**config.mk**
```make
export PLATFORM = sky130hd
export DESIGN_NAME = uart_rx_cfg_flat
export DESIGN_NICKNAME = d
export VERILOG_FILES = /design/src/rtl/uart_rx_cfg_if.sv /design/src/rtl/uart_rx_cfg.sv /design/src/flat_wrapper.sv
export SDC_FILE = /design/constraint.sdc
export NUM_CORES = 1
export LEC_CHECK = 0
export CAP_MARGIN = 20
export CORE_ASPECT_RATIO = 1.2
export CORE_UTILIZATION = 40
export DETAILED_ROUTE_END_ITERATION = 7
export PLACE_DENSITY = 0.66
export SKIP_LAST_GASP = 1
export SLEW_MARGIN = 20
export SYNTH_ARGS = -nofsm -noshare
export SYNTH_HDL_FRONTEND = slang
export SYNTH_SLANG_ARGS = --single-unit
```
**constraint.sdc**
```tcl
create_clock -name clk_i -period 3 [get_ports clk_i]
set_input_delay 0.45 -clock clk_i [delete_from_list [all_inputs] [get_ports clk_i]]
set_output_delay 0.45 -clock clk_i [all_outputs]
set_load 0.05 [all_outputs]
```
**src/rtl/uart_rx_cfg_if.sv**
```systemverilog
// ----------------------------------------------------------------------------
// uart_rx_cfg_if
// Receive-side output bundle of uart_rx_cfg.
//   tx_o          [DATA_LENGTH] last received word, LSB = first bit on line
//   tx_o_v        one-cycle strobe, tx_o and error flags valid
//   err_frame_o   stop bit sampled low (qualified by tx_o_v)
//   err_parity_o  parity mismatch (qualified by tx_o_v)
//   busy_o        receiver not idle
//   break_o       one-cycle break strobe (only with UART_RX_BREAK_EN)
// Modports: master = receiver (drives), slave = byte-stream consumer.
// Optional macro: UART_RX_BREAK_EN adds break_o.
// ----------------------------------------------------------------------------
interface uart_rx_cfg_if #(
    parameter int DATA_LENGTH = 8
);
    logic [DATA_LENGTH-1:0] tx_o;
    logic                   tx_o_v;
    logic                   err_frame_o;
    logic                   err_parity_o;
    logic                   busy_o;
`ifdef UART_RX_BREAK_EN
    logic                   break_o;
`endif

    modport master (
        output tx_o,
        output tx_o_v,
        output err_frame_o,
        output err_parity_o,
`ifdef UART_RX_BREAK_EN
        output break_o,
`endif
        output busy_o
    );

    modport slave (
        input tx_o,
        input tx_o_v,
        input err_frame_o,
        input err_parity_o,
`ifdef UART_RX_BREAK_EN
        input break_o,
`endif
        input busy_o
    );
endinterface

```
**src/rtl/uart_rx_cfg.sv**
```systemverilog
// ----------------------------------------------------------------------------
// uart_rx_cfg
// Parametrised oversampling UART receiver with majority-vote bit sampling,
// false-start rejection, optional parity, 1 or 2 stop bits, framing/parity
// error reporting and a receive enable that gates only new start bits.
//
// Ports:
//   clk_i    system clock
//   rst_n_i  synchronous active-low reset
//   rx_i     asynchronous serial line, idle high
//   en_i     receive enable (gates start-bit detection only)
//   rx_out   uart_rx_cfg_if.master: tx_o, tx_o_v, err_frame_o,
//            err_parity_o, busy_o (and break_o with UART_RX_BREAK_EN)
//
// Optional macro: UART_RX_BREAK_EN
//   Defined  : an all-zero frame (data, parity, stop) pulses break_o instead
//              of tx_o_v and the receiver waits in BRK_WAIT for the line to
//              return high.
//   Undefined: the same line condition is delivered as tx_o=0, tx_o_v=1,
//              err_frame_o=1.
// ----------------------------------------------------------------------------
module uart_rx_cfg #(
    parameter int DATA_LENGTH = 8,
    parameter int SAMPLE_RATE = 16,
    parameter int PARITY_MODE = 0,
    parameter int STOP_BITS   = 1,
    parameter int SYNC_STAGES = 2
) (
    input  logic          clk_i,
    input  logic          rst_n_i,
    input  logic          rx_i,
    input  logic          en_i,
    uart_rx_cfg_if.master rx_out
);

    localparam int M  = SAMPLE_RATE / 2;
    localparam int CW = $clog2(SAMPLE_RATE);

    localparam logic [CW-1:0] C_VOTE0     = CW'(M - 1);
    localparam logic [CW-1:0] C_VOTE1     = CW'(M);
    localparam logic [CW-1:0] C_VOTE2     = CW'(M + 1);
    localparam logic [CW-1:0] C_DEC       = CW'(M + 2);
    localparam logic [CW-1:0] C_END       = CW'(SAMPLE_RATE - 1);
    localparam logic [3:0]    C_LAST_DATA = 4'(DATA_LENGTH - 1);
    localparam logic [3:0]    C_LAST_STOP = 4'(STOP_BITS - 1);
    localparam bit            HAS_PAR     = (PARITY_MODE != 0);

`ifdef UART_RX_BREAK_EN
    typedef enum logic [2:0] {
        S_IDLE     = 3'd0,
        S_START    = 3'd1,
        S_DATA     = 3'd2,
        S_PARITY   = 3'd3,
        S_STOP     = 3'd4,
        S_BRK_WAIT = 3'd5
    } state_t;
`else
    typedef enum logic [2:0] {
        S_IDLE     = 3'd0,
        S_START    = 3'd1,
        S_DATA     = 3'd2,
        S_PARITY   = 3'd3,
        S_STOP     = 3'd4
    } state_t;
`endif

    state_t r_state;
    state_t w_next;

    logic [SYNC_STAGES-1:0] r_sync;
    logic                   r_rx_s_d;
    logic [CW-1:0]          r_ctr_sample;
    logic [3:0]             r_ctr_bit;
    logic                   r_v0;
    logic                   r_v1;
    logic                   r_v2;
    logic [DATA_LENGTH-1:0] r_shift;
    logic                   r_par_acc;
    logic                   r_err_par;
    logic                   r_err_frm;
    logic [DATA_LENGTH-1:0] r_tx;
    logic                   r_tx_v;
    logic                   r_ef;
    logic                   r_ep;
    logic                   r_busy;

    logic w_rx_s;
    logic w_start_edge;
    logic w_dec;
    logic w_end;
    logic w_vote;
    logic w_last_data;
    logic w_last_stop;
    logic w_par_mis;
    logic w_strobe;

`ifdef UART_RX_BREAK_EN
    logic r_par_bit;
    logic r_stop_hi;
    logic r_brk;
    logic w_break;
    logic w_brk_pulse;
`endif

    // 2-of-3 majority of the mid-bit samples
    function automatic logic maj3(input logic a, input logic b, input logic c);
        return (a & b) | (a & c) | (b & c);
    endfunction

    assign w_rx_s       = r_sync[SYNC_STAGES-1];
    assign w_start_edge = r_rx_s_d & ~w_rx_s & en_i;
    assign w_dec        = (r_ctr_sample == C_DEC);
    assign w_end        = (r_ctr_sample == C_END);
    assign w_vote       = maj3(r_v0, r_v1, r_v2);
    assign w_last_data  = (r_ctr_bit == C_LAST_DATA);
    assign w_last_stop  = (r_ctr_bit == C_LAST_STOP);
    // odd mode flags a mismatch when data^parity is 0, even mode when it is 1
    assign w_par_mis    = (PARITY_MODE == 1) ? ~(r_par_acc ^ w_vote) : (r_par_acc ^ w_vote);

`ifdef UART_RX_BREAK_EN
    assign w_break = (r_shift == '0) & (HAS_PAR ? ~r_par_bit : 1'b1) & ~r_stop_hi & ~w_vote;
`endif

    // input synchroniser and one-cycle delayed copy for falling-edge detect
    always_ff @(posedge clk_i) begin
        if (!rst_n_i) begin
            r_sync   <= '1;
            r_rx_s_d <= 1'b1;
        end else begin
            r_sync   <= {r_sync[SYNC_STAGES-2:0], rx_i};
            r_rx_s_d <= w_rx_s;
        end
    end

    // FSM state register
    always_ff @(posedge clk_i) begin
        if (!rst_n_i) begin
            r_state <= S_IDLE;
        end else begin
            r_state <= w_next;
        end
    end

    // FSM next-state and end-of-frame strobe decisions
    always_comb begin
        w_next   = r_state;
        w_strobe = 1'b0;
`ifdef UART_RX_BREAK_EN
        w_brk_pulse = 1'b0;
`endif
        case (r_state)
            S_IDLE: begin
                if (w_start_edge) begin
                    w_next = S_START;
                end else begin
                    w_next = S_IDLE;
                end
            end
            S_START: begin
                if (w_dec && w_vote) begin
                    w_next = S_IDLE;            // false start
                end else if (w_end) begin
                    w_next = S_DATA;
                end else begin
                    w_next = S_START;
                end
            end
            S_DATA: begin
                if (w_end && w_last_data) begin
                    if (HAS_PAR) begin
                        w_next = S_PARITY;
                    end else begin
                        w_next = S_STOP;
                    end
                end else begin
                    w_next = S_DATA;
                end
            end
            S_PARITY: begin
                if (w_end) begin
                    w_next = S_STOP;
                end else begin
                    w_next = S_PARITY;
                end
            end
            S_STOP: begin
                // finishing at mid-bit of the last stop lets the next start edge resync
                if (w_dec && w_last_stop) begin
`ifdef UART_RX_BREAK_EN
                    if (w_break) begin
                        w_next      = S_BRK_WAIT;
                        w_brk_pulse = 1'b1;
                    end else begin
                        w_next   = S_IDLE;
                        w_strobe = 1'b1;
                    end
`else
                    w_next   = S_IDLE;
                    w_strobe = 1'b1;
`endif
                end else begin
                    w_next = S_STOP;
                end
            end
`ifdef UART_RX_BREAK_EN
            S_BRK_WAIT: begin
                if (w_rx_s) begin
                    w_next = S_IDLE;
                end else begin
                    w_next = S_BRK_WAIT;
                end
            end
`endif
            default: begin
                w_next = S_IDLE;
            end
        endcase
    end

    // oversample and bit counters; both parked at 0 while idle
    always_ff @(posedge clk_i) begin
        if (!rst_n_i) begin
            r_ctr_sample <= '0;
            r_ctr_bit    <= 4'd0;
        end else if (r_state == S_IDLE || w_next == S_IDLE) begin
            r_ctr_sample <= '0;
            r_ctr_bit    <= 4'd0;
        end else begin
            if (w_end) begin
                r_ctr_sample <= '0;
            end else begin
                r_ctr_sample <= r_ctr_sample + {{(CW-1){1'b0}}, 1'b1};
            end
            if (w_end && (r_state == S_DATA || r_state == S_STOP)) begin
                if (r_state == S_DATA && w_last_data) begin
                    r_ctr_bit <= 4'd0;
                end else begin
                    r_ctr_bit <= r_ctr_bit + 4'd1;
                end
            end
        end
    end

    // capture the three samples around mid-bit
    always_ff @(posedge clk_i) begin
        if (!rst_n_i) begin
            r_v0 <= 1'b1;
            r_v1 <= 1'b1;
            r_v2 <= 1'b1;
        end else begin
            if (r_ctr_sample == C_VOTE0) r_v0 <= w_rx_s;
            if (r_ctr_sample == C_VOTE1) r_v1 <= w_rx_s;
            if (r_ctr_sample == C_VOTE2) r_v2 <= w_rx_s;
        end
    end

    // frame datapath: shift register, parity accumulator, error tracking
    always_ff @(posedge clk_i) begin
        if (!rst_n_i) begin
            r_shift   <= '0;
            r_par_acc <= 1'b0;
            r_err_par <= 1'b0;
            r_err_frm <= 1'b0;
`ifdef UART_RX_BREAK_EN
            r_par_bit <= 1'b0;
            r_stop_hi <= 1'b0;
`endif
        end else if (r_state == S_IDLE) begin
            r_par_acc <= 1'b0;
            r_err_par <= 1'b0;
            r_err_frm <= 1'b0;
`ifdef UART_RX_BREAK_EN
            r_par_bit <= 1'b0;
            r_stop_hi <= 1'b0;
`endif
        end else if (w_dec) begin
            if (r_state == S_DATA) begin
                r_shift   <= {w_vote, r_shift[DATA_LENGTH-1:1]};
                r_par_acc <= r_par_acc ^ w_vote;
            end
            if (r_state == S_PARITY) begin
                r_err_par <= w_par_mis;
`ifdef UART_RX_BREAK_EN
                r_par_bit <= w_vote;
`endif
            end
            if (r_state == S_STOP) begin
                if (!w_vote) r_err_frm <= 1'b1;
`ifdef UART_RX_BREAK_EN
                if (w_vote) r_stop_hi <= 1'b1;
`endif
            end
        end
    end

    // registered outputs; error flags only ever high alongside the strobe
    always_ff @(posedge clk_i) begin
        if (!rst_n_i) begin
            r_tx   <= '0;
            r_tx_v <= 1'b0;
            r_ef   <= 1'b0;
            r_ep   <= 1'b0;
            r_busy <= 1'b0;
`ifdef UART_RX_BREAK_EN
            r_brk  <= 1'b0;
`endif
        end else begin
            r_tx_v <= w_strobe;
            if (w_strobe) r_tx <= r_shift;
            // the final stop vote is folded in here since it is decided this cycle
            r_ef   <= w_strobe & (r_err_frm | ~w_vote);
            r_ep   <= w_strobe & r_err_par;
            r_busy <= (w_next != S_IDLE);
`ifdef UART_RX_BREAK_EN
            r_brk  <= w_brk_pulse;
`endif
        end
    end

    assign rx_out.tx_o         = r_tx;
    assign rx_out.tx_o_v       = r_tx_v;
    assign rx_out.err_frame_o  = r_ef;
    assign rx_out.err_parity_o = r_ep;
    assign rx_out.busy_o       = r_busy;
`ifdef UART_RX_BREAK_EN
    assign rx_out.break_o      = r_brk;
`endif

endmodule

```
**src/flat_wrapper.sv**
```systemverilog
// flat-port wrapper written by rule: the top's interface ports become plain ports
module uart_rx_cfg_flat 
#(
    parameter int DATA_LENGTH = 8,
    parameter int SAMPLE_RATE = 16,
    parameter int PARITY_MODE = 0,
    parameter int STOP_BITS   = 1,
    parameter int SYNC_STAGES = 2
)
  (clk_i, rst_n_i, rx_i, en_i, rx_out_tx_o, rx_out_tx_o_v, rx_out_err_frame_o, rx_out_err_parity_o, rx_out_busy_o);
  uart_rx_cfg_if #(.DATA_LENGTH(DATA_LENGTH)) rx_out_i ();
  input  logic clk_i;
  input  logic rst_n_i;
  input  logic rx_i;
  input  logic en_i;
  output wire logic [$bits(rx_out_i.tx_o)-1:0] rx_out_tx_o;
  output wire logic [$bits(rx_out_i.tx_o_v)-1:0] rx_out_tx_o_v;
  output wire logic [$bits(rx_out_i.err_frame_o)-1:0] rx_out_err_frame_o;
  output wire logic [$bits(rx_out_i.err_parity_o)-1:0] rx_out_err_parity_o;
  output wire logic [$bits(rx_out_i.busy_o)-1:0] rx_out_busy_o;
  assign rx_out_tx_o = rx_out_i.tx_o;
  assign rx_out_tx_o_v = rx_out_i.tx_o_v;
  assign rx_out_err_frame_o = rx_out_i.err_frame_o;
  assign rx_out_err_parity_o = rx_out_i.err_parity_o;
  assign rx_out_busy_o = rx_out_i.busy_o;
  uart_rx_cfg #(.DATA_LENGTH(DATA_LENGTH), .SAMPLE_RATE(SAMPLE_RATE), .PARITY_MODE(PARITY_MODE), .STOP_BITS(STOP_BITS), .SYNC_STAGES(SYNC_STAGES)) u_core (.clk_i(clk_i), .rst_n_i(rst_n_i), .rx_i(rx_i), .en_i(en_i), .rx_out(rx_out_i));
endmodule
```
==> results of run 1 <==
worst reg2reg max path, delay by kind of cell, from the launching register on:
family | cells | cell delay, ns
AO/OA/AOI/OAI | 2 | 0.65
adder cells (fa/ha/maj) | 1 | 0.13
buffers and inverters | 1 | 0.07
flip-flops | 1 | 0.35
AND/OR/NAND/NOR | 2 | 0.55
power breakdown:
part           internal (mW)  switching (mW)  leakage, nW
registers              0.533         0.00246        0.323
logic                0.00940          0.0145        0.315
clock network          0.247           0.177       0.0552
total                  0.789           0.194        0.693
cell families (layout without fill, tap and decap cells):
| logic type | after synthesis | count (layout) | share of synthesized area (%) |
|---|---|---|---|
| and+or+nand+nor | 77 | 77 | 23.67 |
| DFF | 40 | 40 | 45.36 |
| AOI/OAI and AO/OA | 29 | 29 | 12.69 |
| buffers and inverters | 18 | 33 | 4.890 |
| muxes | 9 | 9 | 5.103 |
| adders and majority gates | 7 | 7 | 4.819 |
| xor gates and xnor gates | 7 | 7 | 3.473 |
worst paths after layout:
kind | start | endpoint | cells after the start
max | u_core.rx_out.tx_o[1]$_SDFFE_PN0P_ | rx_out_tx_o[1] | 1
min reg2reg | u_core.r_sync[0]$_SDFF_PN1_ | u_core.r_sync[1]$_SDFF_PN1_ | 1
min | u_core.r_sync[0]$_SDFF_PN1_ | u_core.r_sync[1]$_SDFF_PN1_ | 1
max reg2reg | u_core.r_ctr_bit[0]$_SDFFE_PP0P_ | u_core.r_ctr_bit[1]$_SDFFE_PP0P_ | 6
area by class of cell:
class / instances / area, sq um
multi-input cells: 129 / 878.3
repair buffers: 16 / 157.7
inverters: 9 / 33.78
fillers: 431 / 2213
well taps: 56 / 70.07
flip-flops and latches: 40 / 800.8
clock buffers: 6 / 72.57
clock inverters: 2 / 35.03
cell usage after synthesis (2+ instances only):
| cell | n |
|---|---|
| a21oi_1 | 12 |
| o21a_1 | 2 |
| a21oi_2 | 2 |
| ha_1 | 6 |
| nor3_1 | 2 |
| o21ai_0 | 2 |
| o31ai_1 | 2 |
| mux2i_1 | 9 |
| o211ai_1 | 2 |
| and4_1 | 2 |
| clkbuf_1 | 2 |
| nand3_1 | 4 |
| xor2_1 | 3 |
| nand2_1 | 23 |
| nand2b_1 | 5 |
| nor2b_1 | 3 |
| buf_4 | 4 |
| nand3b_1 | 2 |
| nor2_1 | 19 |
| buf_2 | 3 |
| and3_1 | 2 |
| dfxtp_1 | 40 |
| or3_1 | 2 |
| inv_1 | 8 |
| xnor2_1 | 4 |
metal layers:
metal	GRT usage, %	vias to the layer above
met1	17.01	558
met2	26.33	16
met4	5.426	0
met5	0	-
li1	-	663
met3	4.242	5
sequential cells by signal, summed over array words and instances (netlist names), 2 cells and up:
name,cells
u_core.r_state,3
u_core.rx_out.tx_o,8
u_core.r_shift,8
u_core.r_sync,2
u_core.r_ctr_sample,4
u_core.r_ctr_bit,4
==> results_dict.tcl, run 1 <==
set metrics [dict create \
    initial_core_util_pct 41.43 \
    clk_pin_slew_ns 0.08 \
    antenna_left 0 \
    antenna_found_initial 0 \
    grt-ovfl-total 0 \
    vias 1242 \
    place_ws_ns 0.9955 \
    dieArea_sq_um 4684 \
    ys.warnings.count 0 \
    grt_pass1_wl_um 5423 \
    port_buffers 15 \
    cpPeakStageDelay_ns 0.80 \
    grt_max_degree 19 \
    clock_latency_ns 0.29 \
    dp.cells 250 \
    drt-met1-wl_um 1426 \
    period_needed_ns 1.877 \
    cts_made_buffers 5 \
    cts_resized 0 \
    fin_nets 211 \
    drv_cap 0 \
    place_congestion 0.8229 \
    dp_hpwl_um 2213 \
    final_cells 258 \
    htreeDepth 2 \
    worst_pin_slew_ns 0.5293 \
    synth_area_leaders "dfxtp_1 45%, mux2i_1 5.1%, nand2_1 4.9%, ha_1 4.3%, nor2_1 4.0%" \
    syn_nets 197 \
    worstPathCellList "clkdlybuf4s50_1" \
    critPathBufInv 1 \
    cp_max_fo 2 \
    utilization_pct 48.06 \
    areaGrowthSynthToFinish_pct 16.02 \
    rows 26 \
    syn_area_sq_um 1765 \
    hp-class "reg2reg" \
    wl_met2_um 1491 \
    synthCells 187 \
    fin_skew_ns 0.005330 \
    synth_edf_count 0 \
    cp.arrival_ns 1.43 \
    grt_pass1_vias 1235 \
    synth_top_flop_cell "dfxtp_1" \
    cts.path.max_buffers 2 \
    finalCritPeriodShare_pct 62.57 \
    layout_common_cells "40 x dfxtp_1, 23 x nand2_1, 19 x nor2_1" \
    root_buffer "clkbuf_8" \
    drtPass1Iterations 4 \
    max-slew-margin-rel_pct 64.64 \
    top_layer "met4" \
    synth_top_area_share_pct 45.36 \
    drc 0 \
    synth_largest_area_cell "dfxtp_1" \
    p_leak_nw 0.6927 \
    crit_path_end_kind "output pin" \
    fin_setup_tns_ns 0 \
    n_antenna_cell 0 \
    io_pins 16 \
    totalPowerFinal_uw 983.9 \
    start_kind "flop" \
    power_density_nw_per_um2 480.4 \
    drive_gt1_share_pct 9.406 \
    rsz0062_at_grt "false" \
    ys_types 47 \
    wl_per_cell_um 11.83 \
    status "finished clean" \
    die_w_um 62.65 \
    drv_slew 0 \
    die_h_um 74.78 \
    wirelength_um 3051 \
    viasPerCell 4.814 \
    design_area_sq_um 2048 \
    fin_ws_ns 1.123 \
    reg2reg_setup_slack_ns 1.13 \
    hold_slack_ns 0.4220 \
    drtIter0Drc 67 \
    cts_setup_buffers 0 \
    hold_viol 0 \
    core-area_sq_um 4262 \
    cp_top_family "buffers and inverters" \
    critPathSlowestCell "clkdlybuf4s50_1" \
    placed_area_sq_um 1941 \
    max_freq_mhz 532.8 \
    ys_seq_area_share_pct 45.36 \
    ys_ff_latch 40 \
    hold_buffers 0 \
    met3WireLength_um 91 \
    critPathKind "reg2out" \
    ir_drop_v 0.0002357 \
    setup_viol 0 \
    cts_tree "yes" \
    track_usage_pct 14.76 \
    async_flop_share_pct 0 \
    cts.sinks 40 \
    avgSynthCellArea_sq_um 9.441 \
    critPathRequiredTime_ns 2.55 \
    final_common_cell "dfxtp_1" \
]
Note: power is estimated with default switching activity, not from simulation.
==> inputs of run 2 (changes only) <==
- PLACE_DENSITY: 0.66 -> 0.68
- clock period: 3 -> 1.55 ns (I/O delays scaled with it)
==> run 2 against run 1 <==
  * The flow now finishes with violations (negative setup slack)
  * Global-route usage grew 1.6 points
  * Die area did not move
  * Final cell count grew 13%
  * First-iteration DRC count grew 24%
  * Sequential power grew 92%
  * Worst hold slack lost 0.0089 ns
  * Flip-flop and latch count did not move
  * Wire length increased by 17%
  * Via count up 15%
  * Power up 95%
  * Clock-buffer cell count unchanged
==> results_dict.tcl, run 2 (synthesized netlist as in run 1, its figures left out) <==
set metrics [dict create \
    clock_latency_ns 0.29 \
    vias 1428 \
    fin_ws_ns -0.01169 \
    reg2reg_depth 5 \
    nFillCells 387 \
    critPathKind "reg2reg" \
    power_density_nw_per_um2 811.4 \
    status "finished, violations left" \
    drv_slew 0 \
    critPathRequiredTime_ns 1.77 \
    endpoint "u_core.r_ctr_bit[0]$_SDFFE_PP0P_" \
    r2r_start "u_core.r_ctr_sample[0]$_SDFF_PP0_" \
    areaGrowthSynthToFinish_pct 34.23 \
    reg2reg_setup_slack_ns -0.01 \
    die_h_um 74.78 \
    drv_cap 0 \
    antenna_found_initial 0 \
    rows 26 \
    cts.path.max_buffers 2 \
    cts.sinks 40 \
    violations "negative setup slack" \
    drc 0 \
    wl_per_cell_um 12.30 \
    design_area_sq_um 2370 \
    place_congestion 0.7977 \
    hp-class "reg2reg" \
    cp-startpoint "u_core.r_ctr_sample[0]$_SDFF_PP0_" \
    viasPerCell 4.907 \
    core-area_sq_um 4262 \
    final_cells 291 \
    cp_max_fo 4 \
    htreeDepth 2 \
    dp.cells 283 \
    root_buffer "clkbuf_8" \
    crit_path_end_kind "flop" \
    wirelength_um 3579 \
    min-delay-start "u_core.r_sync[0]$_SDFF_PN1_" \
    clk_pin_slew_ns 0.08 \
    regArea_sq_um 817.0 \
    grt_pass1_vias 1335 \
    drive_gt1_share_pct 36.17 \
    p_leak_nw 0.8945 \
    dp_hpwl_um 2647 \
    die_w_um 62.65 \
    rsz0062_at_grt "true" \
    start_kind "flop" \
    port_buffers 15 \
    hold_viol 0 \
    n_antenna_cell 0 \
    hold_buffers 0 \
    cts_made_buffers 5 \
    grt_max_degree 16 \
    finalCritPeriodShare_pct 100.8 \
    track_usage_pct 16.39 \
    multi_input_area_sq_um 947.2 \
    io_pins 16 \
    hold_path_depth 1 \
    max-slew-margin-rel_pct 72.67 \
    drtIter0Drc 83 \
    max_freq_mhz 640.3 \
    period_needed_ns 1.562 \
    ir_drop_v 0.0004102 \
    placed_area_sq_um 2197 \
    layout_common_cells "44 x buf_4, 33 x dfxtp_1, 23 x nand2_1" \
    grt-ovfl-total 0 \
    dieArea_sq_um 4684 \
    initial_core_util_pct 41.43 \
    fin_nets 244 \
    worst_r2r_endpoint "u_core.r_ctr_bit[0]$_SDFFE_PP0P_" \
    fin_skew_ns 0.009267 \
    worst_pin_slew_ns 0.4099 \
    cts_tree "yes" \
    grt_pass1_wl_um 5871 \
    drtPass1Iterations 4 \
    final_common_cell "buf_4" \
    setup_viol 2 \
    cp.arrival_ns 1.78 \
    antenna_left 0 \
]
run 2: cell count changes in the layout (fill, tap and decap cells not counted), moves of 2 or more:
| cell | previous run | this run |
|---|---|---|
| inv_1 | 8 | 5 |
| buf_4 | 1 | 44 |
| ha_4 | 0 | 2 |
| dfxtp_2 | 0 | 4 |
| inv_2 | 0 | 2 |
| ha_1 | 6 | 3 |
| dfxtp_4 | 0 | 3 |
| clkdlybuf4s50_1 | 15 | 3 |
| dfxtp_1 | 40 | 33 |
run 2: critical path, cell delays in order, from the launching register on:
cell,delay [ns]
dfxtp_4,0.39
ha_4,0.16
nand3_2,0.11
or3_4,0.39
or3_1,0.33
a21oi_2,0.12
run 2: per-stage QoR:
| step | hold slack (ns) | TNS, ns | power, mW | util [%] | setup WS [ns] |
|---|---|---|---|---|---|
| 2_1_floorplan | 0.3340 | -0.01010 | 1.090 | - | -0.01010 |
| 3_3_place_gp | 0.3916 | -0.2438 | 1.119 | 51.56 | -0.07342 |
| 3_5_place_dp | 0.3956 | -0.5051 | 1.120 | 51.56 | -0.1136 |
| 4_1_cts | 0.4151 | -0.1401 | 1.956 | 54.46 | -0.06735 |
| 5_1_grt | 0.4535 | -0.4589 | 2.000 | 55.61 | -0.08361 |
| 6_report | 0.4131 | -0.01834 | 1.923 | 55.61 | -0.01169 |
run 2: cell type report:
type                            count  area share [%]
Clock buffer                        6           3.062
Clock inverter                      2           1.478
Inverter                            9           1.531
Multi-Input combinational cell    129           39.97
Sequential cell                    40           34.48
Tap cell                           56           2.957
Timing Repair Buffer               49           16.53
run 2: repair_timing:
item,CTS,global route
cloned,0,0
gates resized for setup,8,17
buffers inserted,1,1
endpoints found under the setup margin,9,19
endpoints found under the hold margin,0,0
pin swaps,4,8
run 2: routing by layer:
layer / track usage, % / part of all wire, %
met3: 4.545 / 2.6
met4: 6.202 / 2.1
met1: 18.08 / 44
met5: 0 / 0
met2: 30.31 / 51
run 2: worst min path at each step:
stage | endpoint | slack [ns]
2_1_floorplan | u_core.r_sync[0]$_SDFF_PN1_ | 0.33
3_3_place_gp | u_core.r_sync[1]$_SDFF_PN1_ | 0.39
3_5_place_dp | u_core.r_sync[1]$_SDFF_PN1_ | 0.40
4_1_cts | u_core.r_sync[1]$_SDFF_PN1_ | 0.42
5_1_grt | u_core.r_sync[1]$_SDFF_PN1_ | 0.45
6_report | u_core.r_sync[1]$_SDFF_PN1_ | 0.41
run 2: where the power goes:
part | internal [mW] | switching [mW] | leakage [nW] | total (mW)
sequential | 1.03 | 0.00255 | 0.327 | 1.03
combinational | 0.0267 | 0.0345 | 0.512 | 0.0613
clock | 0.478 | 0.354 | 0.0552 | 0.832
total | 1.53 | 0.391 | 0.894 | 1.92
